[src/rtl/md5_search_pkg.sv]
// Shared types and constants for the md5 candidate search controller and
// the digest checker blocks built around the md5 core.
package md5_search_pkg;

    localparam int DIGEST_W        = 128;
    localparam int DEFAULT_TIMEOUT = 255;

    typedef enum logic [1:0] {
        IDLE  = 2'd0,
        ISSUE = 2'd1,
        WAIT  = 2'd2,
        DONE  = 2'd3
    } search_state_t;

endpackage

[src/rtl/md5_digest_match.sv]
// Masked digest compare: a 1 in the mask selects a bit that must equal target.
module md5_digest_match
    import md5_search_pkg::*;
#(
    parameter int W = DIGEST_W
) (
    input  logic [W-1:0] i_digest,
    input  logic [W-1:0] i_target,
    input  logic [W-1:0] i_mask,
    output logic         o_match
);

    assign o_match = ~|((i_digest ^ i_target) & i_mask);

endmodule

[src/rtl/md5_search_ctrl.sv]
// Walks candidates base..base+count-1 through one md5 core, one request at a
// time, stopping on the first masked digest match, exhaustion, abort or timeout.
module md5_search_ctrl
    import md5_search_pkg::*;
#(
    parameter int CNT_W   = 32,
    parameter int TIMEOUT = DEFAULT_TIMEOUT
) (
    input  logic                clk,
    input  logic                rst,
    input  logic                start,
    input  logic                abort,
    input  logic [DIGEST_W-1:0] base,
    input  logic [CNT_W-1:0]    count,
    input  logic [DIGEST_W-1:0] target,
    input  logic [DIGEST_W-1:0] mask,
    output logic                busy,
    output logic                done,
    output logic                found,
    output logic [DIGEST_W-1:0] found_cand,
    output logic [CNT_W-1:0]    tried,
    output logic                timeout_err,
    output logic                aborted,
    output logic [DIGEST_W-1:0] md5_in,
    output logic                md5_in_valid,
    input  logic                md5_ready,
    input  logic [DIGEST_W-1:0] md5_out,
    input  logic                md5_out_valid
);

    localparam int TMR_W = $clog2(TIMEOUT + 1);

    search_state_t       r_state, w_next;
    logic [DIGEST_W-1:0] r_base, r_target, r_mask, r_found_cand;
    logic [CNT_W-1:0]    r_count, r_idx, r_tried;
    logic [TMR_W-1:0]    r_timer;
    logic                r_abort_pend, r_found, r_timeout_err, r_aborted;

    logic [DIGEST_W-1:0] w_cand;
    logic                w_match, w_rsp, w_tmo, w_last, w_abort_any;

    md5_digest_match #(.W(DIGEST_W)) u_match (
        .i_digest (md5_out),
        .i_target (r_target),
        .i_mask   (r_mask),
        .o_match  (w_match)
    );

    assign w_cand      = r_base + DIGEST_W'(r_idx);
    assign w_rsp       = (r_state == WAIT) && md5_out_valid;
    assign w_tmo       = (r_state == WAIT) && !md5_out_valid && (r_timer == TMR_W'(TIMEOUT));
    assign w_last      = (r_tried + CNT_W'(1)) == r_count;
    assign w_abort_any = r_abort_pend || abort;

    // An abort in ISSUE suppresses the request in that same cycle.
    assign md5_in       = w_cand;
    assign md5_in_valid = (r_state == ISSUE) && md5_ready && !abort;
    assign busy         = (r_state == ISSUE) || (r_state == WAIT);
    assign done         = (r_state == DONE);
    assign found        = r_found;
    assign found_cand   = r_found_cand;
    assign tried        = r_tried;
    assign timeout_err  = r_timeout_err;
    assign aborted      = r_aborted;

    always_comb begin
        w_next = r_state;
        case (r_state)
            IDLE:  if (start) w_next = (count == '0) ? DONE : ISSUE;
            ISSUE: begin
                if (abort)          w_next = DONE;
                else if (md5_ready) w_next = WAIT;
            end
            WAIT: begin
                if (w_rsp)      w_next = (w_match || w_abort_any || w_last) ? DONE : ISSUE;
                else if (w_tmo) w_next = DONE;
            end
            DONE:    w_next = IDLE;
            default: w_next = IDLE;
        endcase
    end

    always_ff @(posedge clk) begin
        if (rst) begin
            r_state       <= IDLE;
            r_base        <= '0;
            r_target      <= '0;
            r_mask        <= '0;
            r_count       <= '0;
            r_idx         <= '0;
            r_tried       <= '0;
            r_timer       <= '0;
            r_abort_pend  <= 1'b0;
            r_found       <= 1'b0;
            r_found_cand  <= '0;
            r_timeout_err <= 1'b0;
            r_aborted     <= 1'b0;
        end else begin
            r_state <= w_next;
            case (r_state)
                IDLE: if (start) begin
                    r_base        <= base;
                    r_count       <= count;
                    r_target      <= target;
                    r_mask        <= mask;
                    r_idx         <= '0;
                    r_tried       <= '0;
                    r_abort_pend  <= 1'b0;
                    r_found       <= 1'b0;
                    r_found_cand  <= '0;
                    r_timeout_err <= 1'b0;
                    r_aborted     <= 1'b0;
                end
                ISSUE: begin
                    if (abort)             r_aborted <= 1'b1;
                    else if (md5_in_valid) r_timer   <= '0;
                end
                WAIT: begin
                    r_timer <= r_timer + TMR_W'(1);
                    if (abort) r_abort_pend <= 1'b1;
                    // A match on the draining response wins over a pending abort.
                    if (w_rsp) begin
                        r_tried <= r_tried + CNT_W'(1);
                        r_idx   <= r_idx + CNT_W'(1);
                        if (w_match) begin
                            r_found      <= 1'b1;
                            r_found_cand <= w_cand;
                        end else if (w_abort_any) begin
                            r_aborted <= 1'b1;
                        end
                    end else if (w_tmo) begin
                        r_timeout_err <= 1'b1;
                    end
                end
                default: ;
            endcase
        end
    end

endmodule

[config.mk]
export PLATFORM = sky130hd
export DESIGN_NAME = md5_search_ctrl
export DESIGN_NICKNAME = d
export VERILOG_FILES = /design/src/rtl/md5_search_pkg.sv /design/src/rtl/md5_digest_match.sv /design/src/rtl/md5_search_ctrl.sv
export SDC_FILE = /design/constraint.sdc
export NUM_CORES = 2
export LEC_CHECK = 0
export CAP_MARGIN = 10
export CORE_AREA = 5 5 327 329
export CTS_CLUSTER_SIZE = 24
export DETAILED_ROUTE_END_ITERATION = 8
export DIE_AREA = 0 0 332 334
export HOLD_SLACK_MARGIN = 0.15
export PLACE_DENSITY = 0.55
export SLEW_MARGIN = 5
export SYNTH_ARGS = -nofsm -noshare
export SYNTH_HDL_FRONTEND = slang
export SYNTH_SLANG_ARGS = --single-unit
[constraint.sdc]
create_clock -name clk -period 9.6 [get_ports clk]
set_input_delay 1.44 -clock clk [delete_from_list [all_inputs] [get_ports clk]]
set_output_delay 1.44 -clock clk [all_outputs]
set_load 0.01 [all_outputs]
==> impl_metrics.py <==
metrics = {
    "yosys": {
        "muxShareOfSynthArea": 0.00106,
        "netlist_top_cells_area": "dfxtp_1 42%, nand2_1 12%, a21oi_1 9.2%",
        "ys_seq_area_frac": 0.420,
        "synth-xor-area-share": 0.0916,
        "synthArstFlopShare": 0,
        "synthTopCellsByCount": "981 x nand2_1, 622 x dfxtp_1, 545 x a21oi_1",
        "synth_area_sq_um": 29600,
        "ys_types": 76,
        "synth_top_area_cell": "dfxtp_1",
        "syn_inst": 3793,
        "synthSimpleGateAreaFrac": 0.240,
        "synth-edff-count": 0,
        "yosys.area.top_type_share": 0.420,
        "ys_warn_count": 0,
        "ys_ff_latch": 622,
        "synth.net_count": 4383,
        "synth_fa_ha_area_frac": 0.0171,
        "synth-compound-area-share": 0.193,
        "synth_area_per_cell_sq_um": 7.81,
        "yosysMostFrequentCell": "nand2_1",
        "synth_top_family_by_area": "simple AND/OR/NAND/NOR gates",
        "synthFlopType": "dfxtp_1",
    },
    "min_path": {
        "min_from": "found",
        "holdPathEnd": "found",
        "min_path_cells": 2,
        "hold_class": "reg -> reg",
    },
    "timing": {
        "rsz0062_at_grt": "false",
        "fin_skew_ns": 0.0326,
        "setup_viol": 0,
        "fin_tns_setup_ns": 0,
        "hold_viol_final": 0,
        "period_minus_slack_ns": 6.58,
        "relSlewSlack": 0.234,
        "worstMarginPinSlew_ns": 1.15,
        "slew_violations": 0,
        "max_freq_mhz": 152,
        "fin_ws_ns": 3.02,
        "fin_crit_sh": 0.686,
        "timing.hold.ws_ns": 0.446,
    },
    "finish": {
        "drive_gt1_frac": 0.0415,
        "fin_cells": 5948,
        "fillers": 10681,
        "finalInstanceArea_sq_um": 41800,
        "layout.nets": 5082,
        "area_growth_pct": 40.9,
    },
    "routing": {
        "drt_iter0_drc": 2273,
        "wl_per_cell_um": 22.9,
        "drt_wl_total_mm": 136,
        "via_per_inst": 5.08,
        "num_vias": 30242,
        "drtAntennaViolNets": 0,
        "first_pass_iters": 6,
        "drcViolationCount": 0,
    },
    "status": {
        "outcome": "completed",
    },
    "floorplan": {
        "die_area_sq_um": 111000,
        "die_y_um": 334,
        "initial_core_util": 0.287,
        "row_count": 118,
        "die_w_um": 332,
        "coreArea_sq_um": 103000,
        "io_pins": 844,
    },
    "clocking": {
        "cts_setup_buffers": 0,
        "cts.path.max_buffers": 3,
        "cts_tree": "yes",
        "cts-root-buf": "clkbuf_16",
        "h-tree-depth": 3,
        "cts_sinks": 622,
        "hold_buffers": 0,
        "cts_buffers": 77,
        "clk_pin_slew_ns": 0.06,
        "clk_latency_ns": 0.65,
        "cts_resized": 0,
    },
    "grt": {
        "antenna_found_initial": 36,
        "gr-usage-met2": 0.423,
        "grt_max_degree": 200,
        "top_usage_layer": "met2",
        "grt_use_total": 0.231,
        "grt_overflow": 0,
        "grtUsageMet1": 0.259,
        "grt_pass1_wl_mm": 197,
        "grt_use_met3": 0.0691,
        "grt_pass1_vias": 29408,
    },
    "placed_design": {
        "io_buffers": 843,
        "dp.cells": 5793,
        "postPlaceCellArea_sq_um": 39200,
        "pre_cts_ws_ns": 3.58,
        "gp_congestion": 0.913,
        "hpwl_mm": 105,
    },
    "pwr": {
        "ir_drop_uv": 157,
        "powerDensity_nw_per_um2": 202,
        "power.leakage_nw": 15.7,
    },
    "critical_path": {
        "worstSetupStartpoint": "r_idx[0]",
        "reg2reg_slack_ns": 5.54,
        "end_kind": "primary output",
        "critPathArrivalTime_ns": 5.14,
        "r2r_start": "r_idx[0]",
        "worstPathRequired_ns": 8.16,
        "reg2reg_depth": 12,
        "crit_fanout": 24,
        "crit_type": "reg -> out",
        "worstReg2RegEnd": "found_cand[124]",
        "critPathLaunchType": "register",
    },
    "run": {
        "maxCapViolations": 0,
    },
}
[cell usage in the layout (no fill, tap or decap), types with 51 or more instances in the layout]
| master | n |
|---|---|
| o21ai_0 | 51 |
| xnor2_1 | 51 |
| a21oi_1 | 545 |
| nand2_1 | 980 |
| nor2_1 | 143 |
| dfxtp_1 | 622 |
| a22o_1 | 94 |
| clkbuf_16 | 79 |
| xor2_1 | 259 |
| nand3_1 | 114 |
| nand4_1 | 85 |
| clkdlybuf4s50_1 | 842 |
| a22oi_1 | 67 |
[flip-flops by register name, summed over array words and instances, names as in the netlist]
name and flops:
r_base 128, r_mask 128, r_timer 8, tried 32
r_state 2, found 1, r_target 128, r_idx 32
timeout_err 1, r_abort_pend 1, found_cand 128, r_count 32
aborted 1
[power breakdown]
part	switching [W]	total, W	leakage (nW)	internal, W
Sequential	0.000281	0.00318	5.07	0.00290
Combinational	0.00144	0.00229	9.36	0.000856
Clock	0.00121	0.00295	1.26	0.00174
Total	0.00293	0.00843	15.7	0.00549
[critical path, stage by stage, from the launching register on]
cell	delay, ns
dfxtp_1	0.35
ha_1	0.22
inv_1	0.08
fa_1	0.20
nor2b_1	0.07
o31a_1	0.28
o31ai_1	0.51
nand3b_1	0.24
a41oi_1	0.70
o211a_1	0.88
nor2_1	0.15
xor2_1	0.16
clkdlybuf4s50_1	0.66
[per-stage QoR]
step,power (W),utilization
after floorplan,0.00443,-
after global placement,0.00554,0.380
after detailed placement,0.00556,0.380
after CTS,0.00855,0.404
after global routing,0.00885,0.404
final,0.00843,0.405
[worst max-delay path by stage]
stage | to | slack [ns] | depth (start not counted)
floorplan | md5_in[70] | 4.99 | 12
global placement | md5_in[94] | 3.56 | 12
detailed placement | md5_in[94] | 3.58 | 12
CTS | md5_in[94] | 2.85 | 12
global route | md5_in[94] | 2.61 | 12
finish | md5_in[94] | 3.02 | 12
[per-layer routing]
| layer | vias up | wire (um) |
|---|---|---|
| met4 | 30 | 4330 |
| met3 | 206 | 11000 |
| met5 | - | 205 |
| met2 | 1073 | 68600 |
| li1 | 14640 | - |
| met1 | 14293 | 52000 |
[cell families after synthesis]
family	count (synthesis)
DFF	622
and+or+nand+nor	1597
AOI/OAI and AO/OA	937
adders and majority gates	40
muxes	3
buffers and inverters	284
xor gates and xnor gates	310
[final cells by class]
class | count | area [sq um] | area share
antenna | 15 | 37.5 | 0.000899
clock buffer | 110 | 2240 | 0.0537
clock inverter | 30 | 292 | 0.00698
inverter | 30 | 113 | 0.00270
multi-input combinational | 2887 | 16200 | 0.388
sequential | 622 | 12500 | 0.298
tap | 1380 | 1730 | 0.0413
timing repair buffer | 874 | 8710 | 0.209
Note: power is estimated with default switching activity, not from simulation.
